### src/rtl/hc165_reader_pkg.sv
// Shared definitions for the 74HC165 serial input expander.
// Holds the FSM encoding and the defaults it shares with the 595 driver.
package hc165_reader_pkg;

  typedef enum logic [1:0] {
    ST_IDLE     = 2'd0,
    ST_LOAD     = 2'd1,
    ST_SHIFT_LO = 2'd2,
    ST_SHIFT_HI = 2'd3
  } state_t;

  localparam int unsigned DEF_CNT_MAX = 2;
  localparam int unsigned DEF_WIDTH   = 16;
  localparam int unsigned DIV_W       = 8;

endpackage

### src/rtl/hc165_reader_if.sv
// Request/result and 3-wire bus signals of the 74HC165 reader.
// master = reader side, slave = requester plus chain side.
interface hc165_reader_if
  import hc165_reader_pkg::*;
#(
  parameter int unsigned WIDTH = DEF_WIDTH
);

  logic             start;
  logic             q7;
  logic             sh_ld;
  logic             cp;
  logic [WIDTH-1:0] data;
  logic             valid;
  logic             busy;

  modport master (
    input  start,
    input  q7,
    output sh_ld,
    output cp,
    output data,
    output valid,
    output busy
  );

  modport slave (
    output start,
    output q7,
    input  sh_ld,
    input  cp,
    input  data,
    input  valid,
    input  busy
  );

endinterface

### src/rtl/hc165_reader.sv
// Drives a 74HC165 daisy-chain and captures its contents MSB first.
// One capture per accepted start; all bus and result outputs registered.
module hc165_reader
  import hc165_reader_pkg::*;
#(
  parameter int unsigned WIDTH   = DEF_WIDTH,
  parameter int unsigned CNT_MAX = DEF_CNT_MAX
) (
  input  logic          clk,
  input  logic          reset_n,
  hc165_reader_if.master bus
);

  localparam int unsigned CNT_W = $clog2(WIDTH);
  localparam logic [DIV_W-1:0] DIV_LAST = DIV_W'(CNT_MAX - 1);
  localparam logic [CNT_W-1:0] BIT_LAST = CNT_W'(WIDTH - 1);

  state_t           r_state;
  state_t           w_state_nxt;
  logic [DIV_W-1:0] r_div;
  logic [DIV_W-1:0] w_div_nxt;
  logic [CNT_W-1:0] r_bit;
  logic [CNT_W-1:0] w_bit_nxt;
  logic [WIDTH-1:0] r_shreg;
  logic [WIDTH-1:0] w_shreg_nxt;
  logic [WIDTH-1:0] r_data;
  logic [WIDTH-1:0] w_data_nxt;
  logic             r_sh_ld;
  logic             w_sh_ld_nxt;
  logic             r_cp;
  logic             w_cp_nxt;
  logic             r_valid;
  logic             w_valid_nxt;
  logic             r_busy;
  logic             w_busy_nxt;
  logic             w_tick;

  assign w_tick = (r_div == DIV_LAST);

  // State and output registers
  always_ff @(posedge clk or negedge reset_n) begin
    if (!reset_n) begin
      r_state <= ST_IDLE;
      r_div   <= '0;
      r_bit   <= '0;
      r_shreg <= '0;
      r_data  <= '0;
      r_sh_ld <= 1'b1;
      r_cp    <= 1'b0;
      r_valid <= 1'b0;
      r_busy  <= 1'b0;
    end else begin
      r_state <= w_state_nxt;
      r_div   <= w_div_nxt;
      r_bit   <= w_bit_nxt;
      r_shreg <= w_shreg_nxt;
      r_data  <= w_data_nxt;
      r_sh_ld <= w_sh_ld_nxt;
      r_cp    <= w_cp_nxt;
      r_valid <= w_valid_nxt;
      r_busy  <= w_busy_nxt;
    end
  end

  // Next-state and next-output logic; the divider free-runs outside IDLE
  always_comb begin
    w_state_nxt = r_state;
    w_div_nxt   = w_tick ? '0 : r_div + DIV_W'(1);
    w_bit_nxt   = r_bit;
    w_shreg_nxt = r_shreg;
    w_data_nxt  = r_data;
    w_sh_ld_nxt = r_sh_ld;
    w_cp_nxt    = r_cp;
    w_valid_nxt = 1'b0;
    w_busy_nxt  = r_busy;

    unique case (r_state)
      ST_IDLE: begin
        w_div_nxt   = '0;
        w_sh_ld_nxt = 1'b1;
        w_cp_nxt    = 1'b0;
        w_busy_nxt  = 1'b0;
        if (bus.start) begin
          w_state_nxt = ST_LOAD;
          w_sh_ld_nxt = 1'b0;
          w_busy_nxt  = 1'b1;
          w_bit_nxt   = '0;
        end
      end
      ST_LOAD: begin
        if (w_tick) begin
          w_state_nxt = ST_SHIFT_LO;
          w_sh_ld_nxt = 1'b1;
        end
      end
      ST_SHIFT_LO: begin
        // q7 settled at least CNT_MAX cycles after our own bus edge
        if (w_tick) begin
          w_shreg_nxt = {r_shreg[WIDTH-2:0], bus.q7};
          w_cp_nxt    = 1'b1;
          w_state_nxt = ST_SHIFT_HI;
        end
      end
      ST_SHIFT_HI: begin
        if (w_tick) begin
          w_cp_nxt = 1'b0;
          if (r_bit == BIT_LAST) begin
            w_state_nxt = ST_IDLE;
            w_data_nxt  = r_shreg;
            w_valid_nxt = 1'b1;
            w_busy_nxt  = 1'b0;
          end else begin
            w_bit_nxt   = r_bit + CNT_W'(1);
            w_state_nxt = ST_SHIFT_LO;
          end
        end
      end
      default: begin
        w_state_nxt = ST_IDLE;
      end
    endcase
  end

  assign bus.sh_ld = r_sh_ld;
  assign bus.cp    = r_cp;
  assign bus.data  = r_data;
  assign bus.valid = r_valid;
  assign bus.busy  = r_busy;

endmodule

### src/flat_wrapper.sv
// flat-port wrapper written by rule: the top's interface ports become plain ports
module hc165_reader_flat import hc165_reader_pkg::*;
#(
  parameter int unsigned WIDTH   = DEF_WIDTH,
  parameter int unsigned CNT_MAX = DEF_CNT_MAX
)
  (clk, reset_n, bus_start, bus_q7, bus_sh_ld, bus_cp, bus_data, bus_valid, bus_busy);
  hc165_reader_if #(.WIDTH(WIDTH)) bus_i ();
  input  logic clk;
  input  logic reset_n;
  input wire logic [$bits(bus_i.start)-1:0] bus_start;
  input wire logic [$bits(bus_i.q7)-1:0] bus_q7;
  output wire logic [$bits(bus_i.sh_ld)-1:0] bus_sh_ld;
  output wire logic [$bits(bus_i.cp)-1:0] bus_cp;
  output wire logic [$bits(bus_i.data)-1:0] bus_data;
  output wire logic [$bits(bus_i.valid)-1:0] bus_valid;
  output wire logic [$bits(bus_i.busy)-1:0] bus_busy;
  assign bus_i.start = bus_start;
  assign bus_i.q7 = bus_q7;
  assign bus_sh_ld = bus_i.sh_ld;
  assign bus_cp = bus_i.cp;
  assign bus_data = bus_i.data;
  assign bus_valid = bus_i.valid;
  assign bus_busy = bus_i.busy;
  hc165_reader #(.WIDTH(WIDTH), .CNT_MAX(CNT_MAX)) u_core (.clk(clk), .reset_n(reset_n), .bus(bus_i));
endmodule
### config.mk
export PLATFORM = sky130hd
export DESIGN_NAME = hc165_reader_flat
export DESIGN_NICKNAME = d
export VERILOG_FILES = /design/src/rtl/hc165_reader_pkg.sv /design/src/rtl/hc165_reader_if.sv /design/src/rtl/hc165_reader.sv /design/src/flat_wrapper.sv
export SDC_FILE = /design/constraint.sdc
export NUM_CORES = 1
export LEC_CHECK = 0
export BUFFER_PORTS_ARGS = -buffer_cell sky130_fd_sc_hd__buf_2
export CAP_MARGIN = 5
export CORE_AREA = 5 5 93 95
export CTS_BUF_LIST = sky130_fd_sc_hd__clkbuf_8
export DETAILED_ROUTE_END_ITERATION = 6
export DIE_AREA = 0 0 98 100
export GPL_ROUTABILITY_DRIVEN = 0
export PLACE_DENSITY = 0.46
export SLEW_MARGIN = 20
export SYNTH_ARGS = -nofsm -noshare
export SYNTH_HDL_FRONTEND = slang
export SYNTH_SLANG_ARGS = --single-unit
export TNS_END_PERCENT = 10
### constraint.sdc
create_clock -name clk -period 2.6 [get_ports clk]
set_input_delay 0.52 -clock clk [delete_from_list [all_inputs] [get_ports clk]]
set_output_delay 0.52 -clock clk [all_outputs]
set_load 0.01 [all_outputs]
# ---- Yosys cells after proc, flatten, opt, wreduce, memory -nomap -nowiden
# Index checks and enable logic that the tools add are counted.
dict set report classes {
  n_reduce_logical 11
  n_mux 24
  eq_ne 11
  addsub 2
}
# cell count
set op_table {}
lappend op_table {{$mux W8} 2}
lappend op_table {{$mux W4} 3}
lappend op_table {{$mux W2} 5}
lappend op_table {{$mux W1} 9}
lappend op_table {{$reduce_and A3 Y1} 3}
lappend op_table {{$add A8 B1 Y8 const B} 1}
lappend op_table {{$eq A8 B1 Y1 const B} 1}
lappend op_table {{$ne A2 B1 Y1 const B} 4}
lappend op_table {{$pmux W2 S4} 1}
lappend op_table {{$pmux W4 S2} 1}
lappend op_table {{$reduce_and A4 Y1} 2}
lappend op_table {{$add A4 B1 Y4 const B} 1}
lappend op_table {{$eq A2 B2 Y1 const B} 2}
lappend op_table {{$eq A4 B4 Y1 const B} 1}
lappend op_table {{$ne A2 B2 Y1 const B} 2}
lappend op_table {{$pmux W1 S2} 2}
lappend op_table {{$reduce_and A2 Y1} 2}
lappend op_table {{$reduce_bool A2 Y1} 2}
lappend op_table {{$pmux W1 S3} 1}
lappend op_table {{$reduce_bool A3 Y1} 1}
lappend op_table {{$eq A2 B1 Y1 const B} 1}
lappend op_table {{$logic_not A2 Y1} 1}
dict set report word_totals {
  word_cells 57
  regBits 50
  in_bits 4
}

# ---- Longest topological paths before layout
# Gate-level depths: netlist (run 1).
dict set report logic_depth {
  word_depth 4
  mapped_depth 8
  mapped_depth_nobuf 6
}

# ---- Worst setup path before layout (run 1)
# OpenSTA, ideal clock, no wires.
dict set report synth_path {
  path_kind {register -> register}
  startpoint {register u_core.r_state[0]}
  endpoint {register u_core.r_data[10] (netlist: u_core.bus.data[10])}
  setup_ns 0.125
  slack_ns 0.684
  path_stages_with_launch 7
  arrival_time_ns 1.791
  period_less_slack_ns 1.916
  path_buffers 2
  cell_sequence {dfrtp_1 > ha_1 > clkbuf_1 > inv_1 > nor3_4 > buf_12 > mux2_4}
}
dict set report synth_between {
  elab_chain_cells 2
}
# item line
set synth_lines {}
lappend synth_lines {{start: declaration} hc165_reader.sv:18} ;# state_t r_state;
lappend synth_lines {{start signal: assignment} hc165_reader.sv:53} ;# r_state <= w_state_nxt;
lappend synth_lines {{$eq A2 B2 Y1} hc165_reader.sv:77} ;# unique case (r_state)
lappend synth_lines {{$reduce_and A3 Y1 (no source line)} n/a}
lappend synth_lines {{end signal: assignment} hc165_reader.sv:57} ;# r_data <= w_data_nxt;
lappend synth_lines {{end: declaration} hc165_reader.sv:26} ;# logic [WIDTH-1:0] r_data;
# No other way between the ends.
# A chain may end at the register's enable or synchronous reset.

# ---- Worst setup path after layout (run 1)
dict set report layout_path {
  startpoint {register u_core.r_div[1]}
  endpoint {register u_core.r_data[5] (netlist: u_core.bus.data[5])}
}
dict set report layout_between {
  elab_chain_cells 2
}
# item line
set layout_lines {}
lappend layout_lines {{start: declaration} hc165_reader.sv:20} ;# logic [DIV_W-1:0] r_div;
lappend layout_lines {{start signal: assignment} hc165_reader.sv:54} ;# r_div <= w_div_nxt;
lappend layout_lines {{$eq A8 B1 Y1} hc165_reader.sv:38} ;# assign w_tick = (r_div == DIV_LAST);
lappend layout_lines {{$reduce_and A3 Y1 (no source line)} n/a}
# No other way between the ends.

==> run metrics, run 1 <==
outcome=complete, no violations; final setup fails=0; Post-Synth Adder-Cell Area=3.90%; layout cell share with drive strength beyond 1=38.3%; die area=9800 sq um; first-pass GRT wire length=7000 um; Post-CTS Setup Inserts=0; peak supply drop=395 uV; chip height=100 um; worst path arrival time=2.15 ns; Max Clock Freq=511 MHz; Synth Instances=166; Power Dens Cells=915 nW/um^2; Most used DFF post-synth=dfrtp_1; largest net degree at the start of global routing=21; wire length per cell=13.1 um; total track usage=8.83%; CTS root buf=clkbuf_8; die width=98 um; grt ovf=0; Rel. slew slack=71.9%; Row Count=32; Max Cap Viol=0; syn avg cell area=13.5 sq um; Worst Setup Start Kind=flop; worst path required time=2.80 ns; top-area cell type share of the netlist area=54.6%; final instance area=2580 sq um; count leader, synth=dfrtp_1; DR DRC count=0; Simple-Gate Fraction of Synth Area=9.64%; HPWL Detailed=2810 um; setup TNS=0 ns; final core occ=33.7%; Post-synth top cells=dfrtp_1 (49), mux2_2 (24), nor2_1 (13); H-tree Lvls=2; sequential share of the synthesized area=55.8%; Initial Util=29.4%; Worst Tran Pin Value=0.418 ns; Crit. End Element=flop; Final Hold Vio Count=0; vias in the first global route=1415; CTS tree=built; clock sink count=50; register area=1250 sq um; initial antenna violation count=0; DR vias=1322; reg2reg start=u_core.r_div[1]; DRT iter0 DRCs=32; PortBufs=23; RSZ-0062 raised after global routing=false; Ys Warns=0; Area contributors post-synth=dfrtp_1 (55%), mux2_2 (12%), mux2_4 (6.0%); synthesized net count=177; synthesized area=2240 sq um; Clk Latency, worst-skew pair=0.30 ns; first drt pass iteration count=4; WHS=0.132 ns; final WL=3920 um; P&R area growth vs syn=14.9%; Final Critical Period=1.96 ns; Tcrit/Tclk final=75.3%; register bit total from synthesis=50; WS Path Type=reg2reg; crit path max fanout=17; multi-input logic area=923 sq um; nets@finish=206; Final WS setup=0.642 ns; Ant. Diodes=0; multiplexer share of the synthesized area=18.5%; FFs w/ async S/R, synth=100%; post-synthesis cell type count=38; Max Buffers Root-to-Sink=2; # hold bufs at CTS=0; launch point of the worst path=u_core.r_div[1]; post-CTS sizing=0; EDFF count, synth=0; leakage power total=1.22 nW; Synth Area in XOR/XNOR=2.34%; dpl ws=0.621 ns; top cell type by total area after synthesis=dfrtp_1; Hold WC Path Type=in2async; r2r worst-path depth=7; CTS Buf Count=5; antenna-violating nets left=0; placed cell area=2470 sq um; core area=7650 sq um; routed vias/inst=4.44; Fillers=759; Clk pin slew, worst setup/hold paths=0.09 ns; largest family of logic cells by synthesized area=multiplexers; Ports=24; Max Slew Vio Count=0; Synth Area in Compound Gates=6.74%; Clock Skews=0.00544 ns
[critical path, stage by stage, from the launching register on]
cell and delay, ns:
dfrtp_1 0.41, inv_1 0.07, ha_1 0.13, nor4b_4 0.24, nand2_4 0.14, nor3_4 0.17, buf_4 0.31, mux2_2 0.37
[state kept, by name, indices dropped and copies added (netlist names)]
register	flops
u_core.r_div	8
u_core.bus.cp	1
u_core.r_state	2
u_core.bus.valid	1
u_core.r_bit	4
u_core.bus.sh_ld	1
u_core.bus.busy	1
u_core.r_shreg	16
u_core.bus.data	16
[metrics by stage]
step | total power, mW | cells
after floorplan | 1.66 | 166
after global placement | 1.84 | 290
after detailed placement | 1.84 | 290
after CTS | 2.41 | 298
after global routing | 2.56 | 298
final | 2.36 | 298
[power breakdown]
group	internal, mW	total [mW]	switching (mW)
Sequential	0.947	1.08	0.137
Combinational	0.324	0.723	0.399
Clock	0.289	0.554	0.265
[layout make-up]
| type | count | share of cell area, % |
|---|---|---|
| sequential | 50 | 48.5 |
| clock buffer | 5 | 2.67 |
| timing repair buffer | 26 | 5.33 |
| clock inverter | 3 | 1.70 |
| tap | 102 | 4.95 |
| inverter | 7 | 1.02 |
| multi-input combinational | 105 | 35.8 |
[path summary, 6_finish.rpt]
kind | to | slack, ns
max | u_core.bus.data[5] | 0.64
min | u_core.r_div[2] | 0.13
max reg2reg | u_core.bus.data[5] | 0.64
min reg2reg | u_core.r_bit[3] | 0.50
max in group asynchronous | u_core.r_bit[0] | 1.87
min in group clk | u_core.r_shreg[0] | 0.44
[kinds of logic (layout without fill, tap and decap cells)]
logic type | Yosys count | after routing
compound gates | 21 | 21
xor+xnor | 6 | 6
fa+ha+maj | 7 | 7
buf+inv | 11 | 41
flops | 50 | 50
mux | 34 | 34
simple gates | 37 | 37
[cells in the final DEF (no fill, tap or decap), types with 2 or more instances in the layout]
| cell | Yosys | routed |
|---|---|---|
| o31ai_1 | 2 | 2 |
| nand2_1 | 6 | 6 |
| a21oi_1 | 2 | 2 |
| nor3_1 | 2 | 2 |
| buf_2 | 0 | 23 |
| dfrtp_1 | 49 | 49 |
| o21ai_0 | 4 | 4 |
| inv_1 | 7 | 7 |
| clkbuf_8 | 0 | 5 |
| xnor2_1 | 4 | 4 |
| mux2_4 | 9 | 9 |
| o31a_1 | 2 | 2 |
| xor2_1 | 2 | 2 |
| nor2_1 | 13 | 13 |
| o211ai_1 | 2 | 2 |
| nand3_1 | 7 | 7 |
| ha_1 | 7 | 7 |
| mux2_2 | 24 | 24 |
| buf_4 | 1 | 3 |
| a31oi_1 | 2 | 2 |
| nand2_4 | 2 | 2 |
[metal layers]
layer / vias to the layer above / wire (um) / track usage, %
met5: - / 0 / 0
met4: 0 / 54 / 3.09
met3: 5 / 172 / 3.06
met2: 20 / 1730 / 13.2
met1: 654 / 1960 / 11.9
li1: 643 / - / -
Note: power is estimated with default switching activity, not from simulation.
==> run 2, diff against run 1 <==
clock period = 1.85 ns   (was 2.6 ns; I/O delays follow)
==> run metrics, run 2 (same netlist as run 1, synthesis figures left out) <==
outcome=complete, no violations; clock sink count=50 (unchanged); placed cell area=2570 sq um (+4.1%); Fillers=739 (-2.6%); Ports=24 (unchanged); Combinational Power Share=34.7% (+4.1 points); most frequent cells in the layout=dfrtp_1 (49), mux2_2 (23), buf_2 (23); Max Clock Freq=554 MHz (+8.6%); WHS=0.0151 ns (-0.117 ns); register area=1250 sq um (unchanged); FF-to-FF End=u_core.bus.data[5]; DR vias=1382 (+4.5%); HPWL Detailed=2780 um (-0.86%); Final Hold Vio Count=0 (unchanged); setup TNS=0 ns (unchanged); crit path max fanout=4 (-13); r2r worst-path depth=8 (+1); first drt pass iteration count=4 (unchanged); Initial Util=29.4% (unchanged); Post-Layout Cell Count=311 (+4.4%); switch share=33.2% (-0.78 points); Crit. End Element=flop; Ant. Diodes=0 (unchanged); Sequential Power Share=43.3% (-2.6 points); reg2reg start=u_core.r_div[1]; met3 wire length=168 um (-2.3%); Tcrit/Tclk final=97.5% (+22 points); Max Slew Vio Count=0 (unchanged); CTS root buf=clkbuf_8; Clk pin slew, worst setup/hold paths=0.09 ns (about the same); first-pass GRT wire length=7160 um (+2.4%); antenna-violating nets left=0 (unchanged); RSZ-0062 raised after global routing=true; Worst Tran Pin Value=0.476 ns (+0.0583 ns); DRT iter0 DRCs=25 (-22%); initial antenna violation count=0 (unchanged); # hold bufs at CTS=0 (unchanged); final WL=4070 um (+3.8%); core area=7650 sq um (unchanged); routed vias/inst=4.44 (+0.17%); Inst Count DP=300 (+3.4%); chip height=100 um (unchanged); H-tree Lvls=2 (unchanged); most common cell after layout, fill and taps aside=dfrtp_1; routed wl met2=1870 um (+7.7%); leakage power total=1.31 nW (+7.3%); reg-to-reg setup timing slack=0.05 ns (-0.60 ns); Worst Setup Start Kind=flop; Clk pwr share=22.0% (-1.5 points); CTS Buf Count=5 (unchanged); Rel. slew slack=68.3% (-3.7 points); Max Cap Viol=0 (unchanged); Clk Latency, worst-skew pair=0.30 ns (about the same); peak supply drop=364 uV (-8.0%); Int Pwr=2.31 mW (+48%); grt ovf=0 (unchanged); die width=98 um (unchanged); Power Dens Cells=1260 nW/um^2 (+37%); die area=9800 sq um (unchanged); CTS tree=built; worst path arrival time=2.00 ns (-0.15 ns); Top Layer Used=met4; WS Path Type=reg2reg; largest net degree at the start of global routing=34 (+62%); multi-input logic area=927 sq um (+0.41%); Row Count=32 (unchanged); Final Critical Period=1.80 ns (-0.154 ns); final instance area=2760 sq um (+6.8%); final setup fails=0 (unchanged); vias in the first global route=1481 (+4.7%); Max Buffers Root-to-Sink=2 (unchanged); wire length per cell=13.1 um (-0.56%); total power=3.46 mW (+47%); P&R area growth vs syn=22.8%; PortBufs=23 (unchanged); nets@finish=220 (+6.8%); Hold WC Path Type=in2async; DR DRC count=0 (unchanged); launch point of the worst path=u_core.r_div[1]; Psw=1.15 mW (+43%); M1 wire length=1950 um (-0.61%); total track usage=9.01% (+0.18 points); Clock Skews=0.00521 ns (-0.000229 ns); worst path required time=2.04 ns (-0.76 ns); layout cell share with drive strength beyond 1=42.1% (+3.8 points)
run 2: repair_timing:
action | CTS | global route
buffers inserted | 0 | 2
endpoints found under the setup margin | 0 | 16
gates resized for setup | 0 | 1
run 2: area by class of cell:
| type | instances | area share [%] |
|---|---|---|
| Clock buffer | 5 | 2.50 |
| Clock inverter | 2 | 1.41 |
| Inverter | 7 | 0.953 |
| Multi-Input combinational cell | 105 | 33.6 |
| Sequential cell | 50 | 45.4 |
| Tap cell | 102 | 4.63 |
| Timing Repair Buffer | 40 | 11.4 |
run 2: critical path, stage by stage (launching register included):
cell and delay (ns):
dfrtp_1 0.38, inv_1 0.05, ha_1 0.13, nor4b_4 0.26
nand2_4 0.09, nor3_4 0.20, buf_12 0.14, clkbuf_16 0.13
mux2_2 0.32
run 2: routing by layer:
metal,GRT usage (%),vias up
met5,0,-
met4,3.83,0
met3,2.57,5
met2,14.2,24
met1,11.6,685
li1,-,668
run 2: per-stage QoR:
step / utilization, % / setup WS [ns]
floorplan: - / -0.0571
detailed placement: 33.6 / 0.0607
global route: 36.0 / -0.0754
CTS: 35.0 / 0.0417
global placement: 33.6 / 0.108
finish: 36.0 / 0.0464
run 2: worst max-delay path by stage:
| stage | end |
|---|---|
| 6_report | u_core.bus.data[5] |
| 5_1_grt | u_core.bus.data[15] |
| 4_1_cts | u_core.bus.data[0] |
| 3_5_place_dp | u_core.bus.data[0] |
| 3_3_place_gp | u_core.bus.data[5] |
| 2_1_floorplan | u_core.bus.data[10] |
run 2: power by group through the flow:
stage               clock network (mW)  logic [mW]  registers, mW
detailed placement                   0        1.20           1.52
CTS                              0.798        1.21           1.50
global route                     0.836        1.36           1.54
floorplan                            0       0.816           1.51
finish                           0.762        1.20           1.50
global placement                     0        1.20           1.53
==> run 3, diff against run 2 <==
PLACE_DENSITY = 0.47   (was 0.46)
clock period = 1.5 ns   (was 1.85 ns; I/O delays follow)
==> run metrics, run 3 (same netlist as run 1, synthesis figures left out) <==
HPWL Detailed=2840 um (+2.2%); CTS root buf=clkbuf_8; Inst Count DP=319 (+6.3%); Clock Skews=0.00827 ns (+0.00305 ns); Hold WC Path Type=in2reg; DR DRC count=0 (unchanged); Final Critical Period=1.76 ns (-0.0388 ns); routed vias/inst=4.38 (-1.4%); largest net degree at the start of global routing=51 (+50%); Ports=24 (unchanged); cell breakdown of the critical path=inv_1 > ha_1 > nor4b_4 > nand2_4 > nor3_4 > buf_6 > buf_12 > mux2_4; worst path arrival time=1.96 ns (-0.04 ns); DRT iter0 DRCs=49 (+96%); most common cell after layout, fill and taps aside=dfrtp_1; Max Cap Viol=0 (unchanged); Max Buffers Root-to-Sink=2 (unchanged); reg-to-reg setup timing slack=-0.26 ns (-0.31 ns); Ant. Diodes=0 (unchanged); initial antenna violation count=0 (unchanged); layout cell share with drive strength beyond 1=47.8% (+5.7 points); failing checks=setup timing; core area=7650 sq um (unchanged); crit-path max cell delay=0.39 ns (about the same); H-tree Lvls=2 (unchanged); peak supply drop=546 uV (+50%); Tcrit/Tclk final=118% (+20 points); Initial Util=29.4% (unchanged); Power Dens Cells=1550 nW/um^2 (+23%); first-pass GRT wire length=7510 um (+4.9%); Crit path max-delay family=simple AND/OR/NAND/NOR gates; CP bufs+invs=3 (unchanged); total track usage=9.38% (+0.37 points); outcome=finished, violations left; P&R area growth vs syn=29.6%; Max Slew Vio Count=0 (unchanged); Crit. End Element=flop; crit path max fanout=9 (+5); leakage power total=1.41 nW (+7.8%); WS Path Type=reg2reg; grt ovf=0 (unchanged); CTS Buf Count=5 (unchanged); vias in the first global route=1541 (+4.1%); Final Hold Vio Count=0 (unchanged); total power=4.50 mW (+30%); die area=9800 sq um (unchanged); dpl ws=-0.290 ns (-0.351 ns); nets@finish=240 (+9.1%); Final WS setup=-0.265 ns (-0.311 ns); final WL=4260 um (+4.7%); Max Clock Freq=567 MHz (+2.2%); most frequent cells in the layout=dfrtp_1 (49), buf_4 (31), buf_2 (23); Worst Tran Pin Value=0.301 ns (-0.175 ns); first drt pass iteration count=4 (unchanged); DR vias=1455 (+5.3%); Rel. slew slack=79.8% (+12 points); slowest cell on the critical path=dfrtp_1; antenna-violating nets left=0 (unchanged); die width=98 um (unchanged); Worst Setup Start Kind=flop; final core occ=38.0% (+2.0 points); WHS=0.227 ns (+0.212 ns); PortBufs=23 (unchanged); Row Count=32 (unchanged); chip height=100 um (unchanged); RSZ-0062 raised after global routing=true; wire length per cell=12.8 um (-1.9%); Post-Layout Cell Count=332 (+6.8%); Clk pin slew, worst setup/hold paths=0.09 ns (about the same); final setup fails=47 (+47); clock sink count=50 (unchanged); worst path required time=1.69 ns (-0.35 ns); CTS tree=built; Clk Latency, worst-skew pair=0.30 ns (about the same)
run 3: worst paths after layout:
kind                                 startpoint            endpoint  cells after the start
max in group asynchronous               reset_n    u_core.bus.sh_ld                      3
worst min register to register  u_core.r_bit[3]     u_core.r_bit[3]                      1
worst max register to register  u_core.r_div[1]  u_core.bus.data[0]                      8
min in group asynchronous               reset_n       u_core.bus.cp                      3
worst min-delay path                     bus_q7   u_core.r_shreg[0]                      2
worst max-delay path            u_core.r_div[1]  u_core.bus.data[0]                      8
run 3: cell type report:
class | instances | area, sq um
Clock buffer | 6 | 82.6
Clock inverter | 2 | 16.3
Inverter | 7 | 26.3
Timing Repair Buffer | 60 | 448
Tap cell | 102 | 128
Sequential cell | 50 | 1250
Fill cell | 742 | 4740
Multi-Input combinational cell | 105 | 956
run 3: timing repair:
action | 4_1_cts | 5_1_grt
resized for setup | 12 | 1
setup endpoints to repair | 47 | 49
pin swaps | 1 | 0
hold buffers | 1 | 0
endpoints found under the hold margin | 49 | 0
cloned | 1 | 0
buffers inserted | 2 | 1
run 3: layer usage:
layer | track usage [%] | vias to the layer above | share of wire (%)
li1 | - | 709 | -
met2 | 14.8 | 17 | 48
met5 | 0 | - | 0
met3 | 2.08 | 5 | 3.4
met1 | 12.5 | 724 | 47
met4 | 3.83 | 0 | 1.2
run 3: per-stage QoR:
| stage | TNS (ns) | instance area [sq um] |
|---|---|---|
| floorplan | -8.67 | 2240 |
| global placement | -6.85 | 2710 |
| detailed placement | -8.32 | 2710 |
| CTS | -8.54 | 2900 |
| global route | -14.65 | 2910 |
| finish | -8.15 | 2910 |
run 3: power by group:
part           switching [mW]  leakage, nW  internal [mW]  total, mW
Clock                   0.462       0.0478          0.380      0.843
Sequential              0.191        0.656           1.64       1.83
Combinational           0.859        0.711          0.961       1.82
